--- src/rtl/cpu_run_monitor_pkg.sv ---
// Shared definitions for the CPU run monitor: run-state encoding.
// Latency: n/a (types only).
// Backpressure: n/a.
package cpu_run_monitor_pkg;

    // RUN is the only live state; HALTED and TIMEOUT hold until reset.
    typedef enum logic [1:0] {
        ST_RUN     = 2'd0,
        ST_HALTED  = 2'd1,
        ST_TIMEOUT = 2'd2
    } run_state_t;

endpackage

--- src/rtl/cpu_run_monitor_snap_fifo.sv ---
// Generic synchronous FIFO holding monitor snapshots.
// Latency: a pushed entry is visible at the head one cycle after the push edge.
// Backpressure: pop only on pop_valid & pop_ready; a push while full is accepted
//               only if a pop happens on the same edge, otherwise it is dropped.
// Ports: clk/reset_n; push + push_data in; pop_valid/pop_ready/pop_data head
//        interface; full/empty status.
module snap_fifo #(
    parameter int WIDTH = 8,
    parameter int DEPTH = 4
) (
    input  logic             clk,
    input  logic             reset_n,
    input  logic             push,
    input  logic [WIDTH-1:0] push_data,
    output logic             pop_valid,
    input  logic             pop_ready,
    output logic [WIDTH-1:0] pop_data,
    output logic             full,
    output logic             empty
);

    localparam int AW = $clog2(DEPTH);

    logic [WIDTH-1:0] mem [DEPTH];
    logic [AW-1:0]    wr_ptr;
    logic [AW-1:0]    rd_ptr;
    logic [AW:0]      count;
    logic             pop;
    logic             push_ok;

    assign empty     = (count == '0);
    assign full      = (count == (AW+1)'(DEPTH));
    assign pop_valid = ~empty;
    assign pop       = pop_valid & pop_ready;
    // A pop on the same edge frees the slot the push needs.
    assign push_ok   = push & (~full | pop);
    assign pop_data  = mem[rd_ptr];

    // DEPTH is a power of two, so the pointers wrap by natural overflow.
    always_ff @(posedge clk or negedge reset_n) begin
        if (!reset_n) begin
            wr_ptr <= '0;
            rd_ptr <= '0;
            count  <= '0;
        end else begin
            if (push_ok) wr_ptr <= wr_ptr + 1'b1;
            if (pop)     rd_ptr <= rd_ptr + 1'b1;
            case ({push_ok, pop})
                2'b10:   count <= count + 1'b1;
                2'b01:   count <= count - 1'b1;
                default: count <= count;
            endcase
        end
    end

    // Storage needs no reset: occupancy alone decides what is valid.
    always_ff @(posedge clk) begin
        if (push_ok) mem[wr_ptr] <= push_data;
    end

endmodule

--- src/rtl/cpu_run_monitor.sv ---
// Watches a CPU run: counts RUN cycles, detects halt/timeout, queues register snapshots on dump requests.
// Latency: status flags and snapshots appear one cycle after the triggering edge.
// Backpressure: snapshots wait in the FIFO until snap_ready; pushes into a full FIFO are dropped and set sticky overflow.
// Ports: clk/reset_n; halt, dump_state levels; watch_data registers in;
//        snap_valid/snap_ready/snap_data/snap_cycle out; done, timed_out, overflow, cycle_count status.
module cpu_run_monitor
    import cpu_run_monitor_pkg::*;
#(
    parameter int DATA_W     = 32,
    parameter int NUM_CH     = 3,
    parameter int TIMEOUT    = 400,
    parameter int FIFO_DEPTH = 4,
    parameter int CNT_W      = 16
) (
    input  logic                     clk,
    input  logic                     reset_n,
    input  logic                     halt,
    input  logic                     dump_state,
    input  logic [NUM_CH*DATA_W-1:0] watch_data,
    output logic                     snap_valid,
    input  logic                     snap_ready,
    output logic [NUM_CH*DATA_W-1:0] snap_data,
    output logic [CNT_W-1:0]         snap_cycle,
    output logic                     done,
    output logic                     timed_out,
    output logic                     overflow,
    output logic [CNT_W-1:0]         cycle_count
);

    localparam int SNAP_W = CNT_W + NUM_CH*DATA_W;

    run_state_t  state;
    run_state_t  state_nxt;
    logic        halt_q;
    logic        dump_q;
    logic        halt_edge;
    logic        dump_edge;
    logic        push;
    logic        pop;
    logic        fifo_full;
    logic        fifo_empty;
    logic [SNAP_W-1:0] head;

    // Previous values reset to 0, so a level already high at reset release
    // counts as an edge on the first clock.
    assign halt_edge = halt & ~halt_q;
    assign dump_edge = dump_state & ~dump_q;

    // Dump is sampled against the RUN state of this edge, so a dump that
    // coincides with the halt edge is still captured.
    assign push = dump_edge & (state == ST_RUN);
    assign pop  = snap_valid & snap_ready;

    assign done      = (state == ST_HALTED);
    assign timed_out = (state == ST_TIMEOUT);

    always_comb begin
        state_nxt = state;
        case (state)
            ST_RUN: begin
                // Halt wins over a coincident timeout.
                if (halt_edge)
                    state_nxt = ST_HALTED;
                else if (cycle_count == CNT_W'(TIMEOUT - 1))
                    state_nxt = ST_TIMEOUT;
            end
            default: state_nxt = state;
        endcase
    end

    always_ff @(posedge clk or negedge reset_n) begin
        if (!reset_n) begin
            state       <= ST_RUN;
            cycle_count <= '0;
            halt_q      <= 1'b0;
            dump_q      <= 1'b0;
            overflow    <= 1'b0;
        end else begin
            state  <= state_nxt;
            halt_q <= halt;
            dump_q <= dump_state;
            // Counts the transition edge out of RUN as well, then freezes.
            if (state == ST_RUN)
                cycle_count <= cycle_count + 1'b1;
            if (push & fifo_full & ~pop)
                overflow <= 1'b1;
        end
    end

    snap_fifo #(
        .WIDTH (SNAP_W),
        .DEPTH (FIFO_DEPTH)
    ) u_snap_fifo (
        .clk       (clk),
        .reset_n   (reset_n),
        .push      (push),
        .push_data ({cycle_count, watch_data}),
        .pop_valid (snap_valid),
        .pop_ready (snap_ready),
        .pop_data  (head),
        .full      (fifo_full),
        .empty     (fifo_empty)
    );

    assign snap_cycle = head[SNAP_W-1 -: CNT_W];
    assign snap_data  = head[NUM_CH*DATA_W-1:0];

endmodule

--- config.mk ---
export PLATFORM = sky130hd
export DESIGN_NAME = cpu_run_monitor
export DESIGN_NICKNAME = d
export VERILOG_FILES = /design/src/rtl/cpu_run_monitor_pkg.sv /design/src/rtl/cpu_run_monitor_snap_fifo.sv /design/src/rtl/cpu_run_monitor.sv
export SDC_FILE = /design/constraint.sdc
export NUM_CORES = 1
export LEC_CHECK = 0
export ABC_AREA = 1
export CAP_MARGIN = 20
export CELL_PAD_IN_SITES_DETAIL_PLACEMENT = 1
export CELL_PAD_IN_SITES_GLOBAL_PLACEMENT = 1
export CORE_MARGIN = 5
export CORE_UTILIZATION = 45
export DETAILED_ROUTE_END_ITERATION = 8
export GPL_TIMING_DRIVEN = 0
export HOLD_SLACK_MARGIN = 0.15
export PLACE_DENSITY_LB_ADDON = 0.1
export SLEW_MARGIN = 20
export SYNTH_ARGS = -nofsm -noshare
export SYNTH_HDL_FRONTEND = slang
export SYNTH_HIERARCHICAL = 1
export SYNTH_SLANG_ARGS = --single-unit
--- constraint.sdc ---
create_clock -name clk -period 6.87 [get_ports clk]
set_input_delay 1.0305 -clock clk [delete_from_list [all_inputs] [get_ports clk]]
set_output_delay 1.0305 -clock clk [all_outputs]
set_load 0.01 [all_outputs]
-- Word level (Yosys, flattened, before mapping)
Memories as Yosys holds them, arrays and structs flattened.
Cells that the tools add are included.
- add/subtract/negate cells: 5
- equal/unequal tests: 6
- muxes and demuxes: 5
- bitwise logic cells: 13
- reduce and logical (&&, ||, !) cells: 5
- operator list (cell ; number):
    16-bit by 1-bit adder with 16-bit output, second input constant ; 1
    16-bit by 9-bit equality test with 1-bit output, second input constant ; 1
    1-bit bitwise AND ; 7
    3-bit case mux with 2 select lines ; 1
    1-bit inverter ; 5
    2-bit by 1-bit adder with 2-bit output, second input constant ; 2
    2-bit by 1-bit equality test with 1-bit output, second input constant ; 2
    2-bit equality test, second input constant ; 2
    2-bit 2-to-1 mux ; 2
    2-bit nonzero test ; 2
    3-bit by 1-bit adder with 3-bit output, second input constant ; 1
    3-bit equality test, second input constant ; 1
    3-bit zero test ; 1
    3-bit by 1-bit subtractor with 3-bit output, second input constant ; 1
    2-bit zero test ; 1
    1-bit 2-to-1 mux ; 2
    2-bit AND reduction ; 1
    1-bit bitwise OR ; 1
- bits in registers: 28
- bits in writable memories: 448
- bits of input ports: 101
- output and inout port bits: 132
- logic and storage cells: 43
- memories: 1
- memories (memory ; words ; width ; read ports ; clocked after Yosys merged registers in ; wr ports ; RTL line ; RTL):
    u_snap_fifo.mem ; 4 ; 112 ; 1 ; 0 ; 1 ; cpu_run_monitor_snap_fifo.sv:24 ; logic [WIDTH-1:0] mem [DEPTH];

-- Longest topological paths before layout
- depth after elaboration: 7
- gate-level depth with buffers: 10
- gate-level depth less buffers: 10

-- Modules after synthesis
The synthesis kept the hierarchy.
- modules (own cells, without submodules) (module ; times used ; cells each ; area an instance (um^2) ; seq. area each (um^2)):
    snap_fifo ; 1 ; 1138 ; 16986.3 ; 13628.1
    cpu_run_monitor ; 1 ; 128 ; 1072.3 ; 525.5

-- Least setup slack after synthesis
Ideal clock, no wire load.
- kind: input -> register
- from: input port dump_state
- to: memory u_snap_fifo/mem[0][0] (netlist name) (enable)
- library setup time: 0.584 ns
- arrival time: 6.074 ns
- data required time: 6.286 ns
- setup slack: 0.212 ns
- stages on the path: 4
- path buffers: 0
- cells stage by stage: nand2_1 nor2_1 o21ai_2 nor2_1
- cells in the longest elaborated chain, start to end: 5
- ends and longest elaborated chain (item ; RTL line ; RTL):
    start, declared ; cpu_run_monitor.sv:18 ; input logic dump_state,
    1-bit bitwise AND ; cpu_run_monitor.sv:47 ; assign dump_edge = dump_state & ~dump_q;
    1-bit bitwise AND ; cpu_run_monitor.sv:51 ; assign push = dump_edge & (state == ST_RUN);
    named net push ; cpu_run_monitor.sv:38 ; logic push;
    1-bit bitwise AND ; cpu_run_monitor_snap_fifo.sv:36 ; assign push_ok = push & (~full | pop);
    1-bit 2-to-1 mux ; cpu_run_monitor_snap_fifo.sv:58 ; if (push_ok) mem[wr_ptr] <= push_data;
    1-bit 2-to-1 mux (implied by the code) ; cpu_run_monitor_snap_fifo.sv:58 ;
    end, declared ; cpu_run_monitor_snap_fifo.sv:24 ;
The timed path passes the listed nets, and every way through them passes these cells.

-- Worst setup path after layout
- from: register u_snap_fifo.rd_ptr[1]
- to: output port snap_data[48]
- cells in the longest elaborated chain, start to end: 1
- ends and longest elaborated chain (item ; RTL line ; RTL):
    start, declared ; cpu_run_monitor_snap_fifo.sv:26 ; logic [AW-1:0] rd_ptr;
    start signal, assigned ; cpu_run_monitor_snap_fifo.sv:47 ; if (pop) rd_ptr <= rd_ptr + 1'b1;
    memory read 4 x 112 bit ; n/a ;
    end, declared ; cpu_run_monitor.sv:22 ; output logic [NUM_CH*DATA_W-1:0] snap_data,
No other way between the ends.

==> impl_results.md <==
- Status: finished clean
- Die ar.: approximately 44000 um^2
- Cts repair resizes: 0
- Slew Viols, Final: 0
- Comb pwr share: a little under two fifths
- Ys Warns: 6
- Deepest clock path buffer count: 3
- Syn_area_per_cell: roughly 14 um^2
- Worst setup path startpoint: u_snap_fifo/rd_ptr[1]$_DFFE_PN0N_
- Slew HR: between 50% and 60%
- Seq pwr share: a little over a third
- Slowest CP cell: clkdlybuf4s50_1
- Worst r2r src: state[1]$_DFFE_PN0P_
- Clk network pwr share: roughly 28%
- Switching part of the total: about a third
- DRC: 0
- CP Data Arrival Time: slightly above 3 ns
- Most frequent cells in the layout: 448 x edfxtp_1, 240 x nor2_1, 231 x clkdlybuf4s50_1
- Setup CP Type: flop to primary output
- Setup Skew: between 0.01 and 0.015 ns
- Gr ovfl total: 0
- Syn_nets: 1372
- CTS Sinks: around 480
- RSZ-0062 raised after global routing: false
- Crit path required time: 5.84 ns
- Initial DRC count: 735
- Antenna violations before repair: 6
- Die H: 210.3 um
- Non-Filler Instances: approximately 2100
- Reg2reg path depth: 8
- Final Cycle Share: about three fifths
- Vias in the first global route: roughly 12000
- Max stage delay on crit path: ~0.59 ns
- Layout area overhead: 28.07%
- Num ports: between 200 and 250
- Vias per Instance: 5.418
- Clk_lat worst skew: slightly below 0.6 ns
- Worst hold margin: around 0.48 ns
- Routed wire per std cell: about 23 um
- Lkg Pwr: 7.885 nW
- Hold-fix buffers, CTS: 0
- Global-route wire length before repair: roughly 74000 um
- Min cycle time layout: just over 4 ns
- Cell Area, Synth: 18050 um^2
- Net switching power: 2.996 mW
- Cell Chain, Critical Path: inv_2 > buf_2 > clkbuf_1 > o21ai_0 > o22ai_1 > clkdlybuf4s50_1
- Startpoint Class: flop
- Pre-CTS WS: 3.168 ns
- Hold path cells: 1
- Core area: slightly below 40000 um^2
- Chip Width: 210.3 um
- Final Hold Violating Endpoints: 0
- CTS tree: yes
- Internal power: between 6 and 7 mW
- Cell Count Post-Placement: between 2000 and 2500
- Pin count of the biggest net entering global routing: 29
- CTS Root Buffer Type: clkbuf_16
- Setup Buffers After CTS: 0
- Total Routing Usage GR: between 20% and 30%
- Worst-path clk slew: 0.06 ns
- Fmax: approximately 250 MHz
- Nets: 1678
- R2R Setup Slk: between 4 and 5 ns
- Final worst setup slack: around 2.8 ns
- RR Endpoint: u_snap_fifo/mem[0][28]$_DFFE_PP_
- Hold Path Class: flop to flop
- Post-detail-place hpwl: between 30000 and 40000 um
- Crit path capture: snap_data[48]
- CTS Buf Count: slightly below 50
- Final wirelength: 49050 um
- Max-cap viol count: 0
- Cell Rows: 73
- Cell area power density: about 390 nW/um^2
- Total number of vias: roughly 12000
- Layout cell share with drive strength beyond 1: 9.187%
- CP max FO: 10
- Final setup fails: 0
- FILL cells: between 3000 and 4000
- Commonest non-fill, non-tap cell in the layout: edfxtp_1
- Gate Count Post-Synth: roughly 1300
- Slew @ Worst Pin: between 0.7 and 0.8 ns
- H-tree depth: 2
- GPL Wtd Cong: between 0.7 and 0.8
- Initial core utilization: 45.44%
- PortBufs: approximately 230
- Crit. End Element: primary output
- Max rail drop VDD: between 200 and 250 uV
- Antenna-violating nets left: 0
- 1st-pass router iterations: 5
worst max-delay path, delay by kind of cell (launching register included):
| family | cells | cell delay [ns] |
|---|---|---|
| flip-flops | 1 | 0.49 |
| AO/OA/AOI/OAI | 2 | 0.43 |
| buffers and inverters | 4 | 1.54 |
power groups by stage:
stage / combinational [mW] / clock [mW] / sequential (mW)
floorplan: 1.57 / 0 / 3.25
global placement: 3.27 / 0 / 3.26
detailed placement: 3.33 / 0 / 3.26
CTS: 3.36 / 2.56 / 3.20
global route: 3.57 / 2.70 / 3.20
finish: 3.31 / 2.50 / 3.20
cell type report:
type	instances	area [um^2]	area share, %
multi-input combinational	679	3362	14.54
antenna	5	12.51	0.05411
sequential	476	14150	61.21
clock buffer	61	1314	5.682
inverter	37	143.9	0.6223
clock inverter	30	200.2	0.8658
buffer	73	425.4	1.840
timing repair buffer	255	2855	12.35
tap	525	656.9	2.841
flip-flops by register name (all words and copies together), names as in the netlist:
| name | flops |
|---|---|
| cycle_count | 16 |
| halt_q | 1 |
| u_snap_fifo/wr_ptr | 2 |
| state | 2 |
| u_snap_fifo/mem | 448 |
| u_snap_fifo/rd_ptr | 2 |
| dump_q | 1 |
| u_snap_fifo/count | 3 |
| overflow | 1 |
worst min-delay path by stage:
stage,slack (ns),endpoint,startpoint
floorplan,0.46,u_snap_fifo/count[2]$_DFFE_PN0P_,u_snap_fifo/count[2]$_DFFE_PN0P_
global placement,0.46,overflow$_DFFE_PN0P_,overflow$_DFFE_PN0P_
CTS,0.49,overflow$_DFFE_PN0P_,overflow$_DFFE_PN0P_
global route,0.50,overflow$_DFFE_PN0P_,overflow$_DFFE_PN0P_
finish,0.48,overflow$_DFFE_PN0P_,overflow$_DFFE_PN0P_
detailed placement,0.47,overflow$_DFFE_PN0P_,overflow$_DFFE_PN0P_
metrics by stage:
stage	power [mW]	TNS [ns]	util, %	cell area, um^2
finish	9.000	0	58.20	23120
global route	9.470	0	58.19	23120
CTS	9.123	0	58.17	23110
detailed placement	6.588	0	54.36	21600
global placement	6.533	-1981.99	52.94	21030
floorplan	4.819	0	-	18050
metal layers:
| layer | share of wire (%) | up-vias | global-route usage [%] |
|---|---|---|---|
| met1 | 42 | 5952 | 29.04 |
| met5 | 0.055 | - | 0 |
| li1 | - | 5322 | - |
| met2 | 51 | 267 | 37.12 |
| met4 | 1.5 | 4 | 5.356 |
| met3 | 5.5 | 56 | 4.599 |
Note: power is estimated with default switching activity, not from simulation.
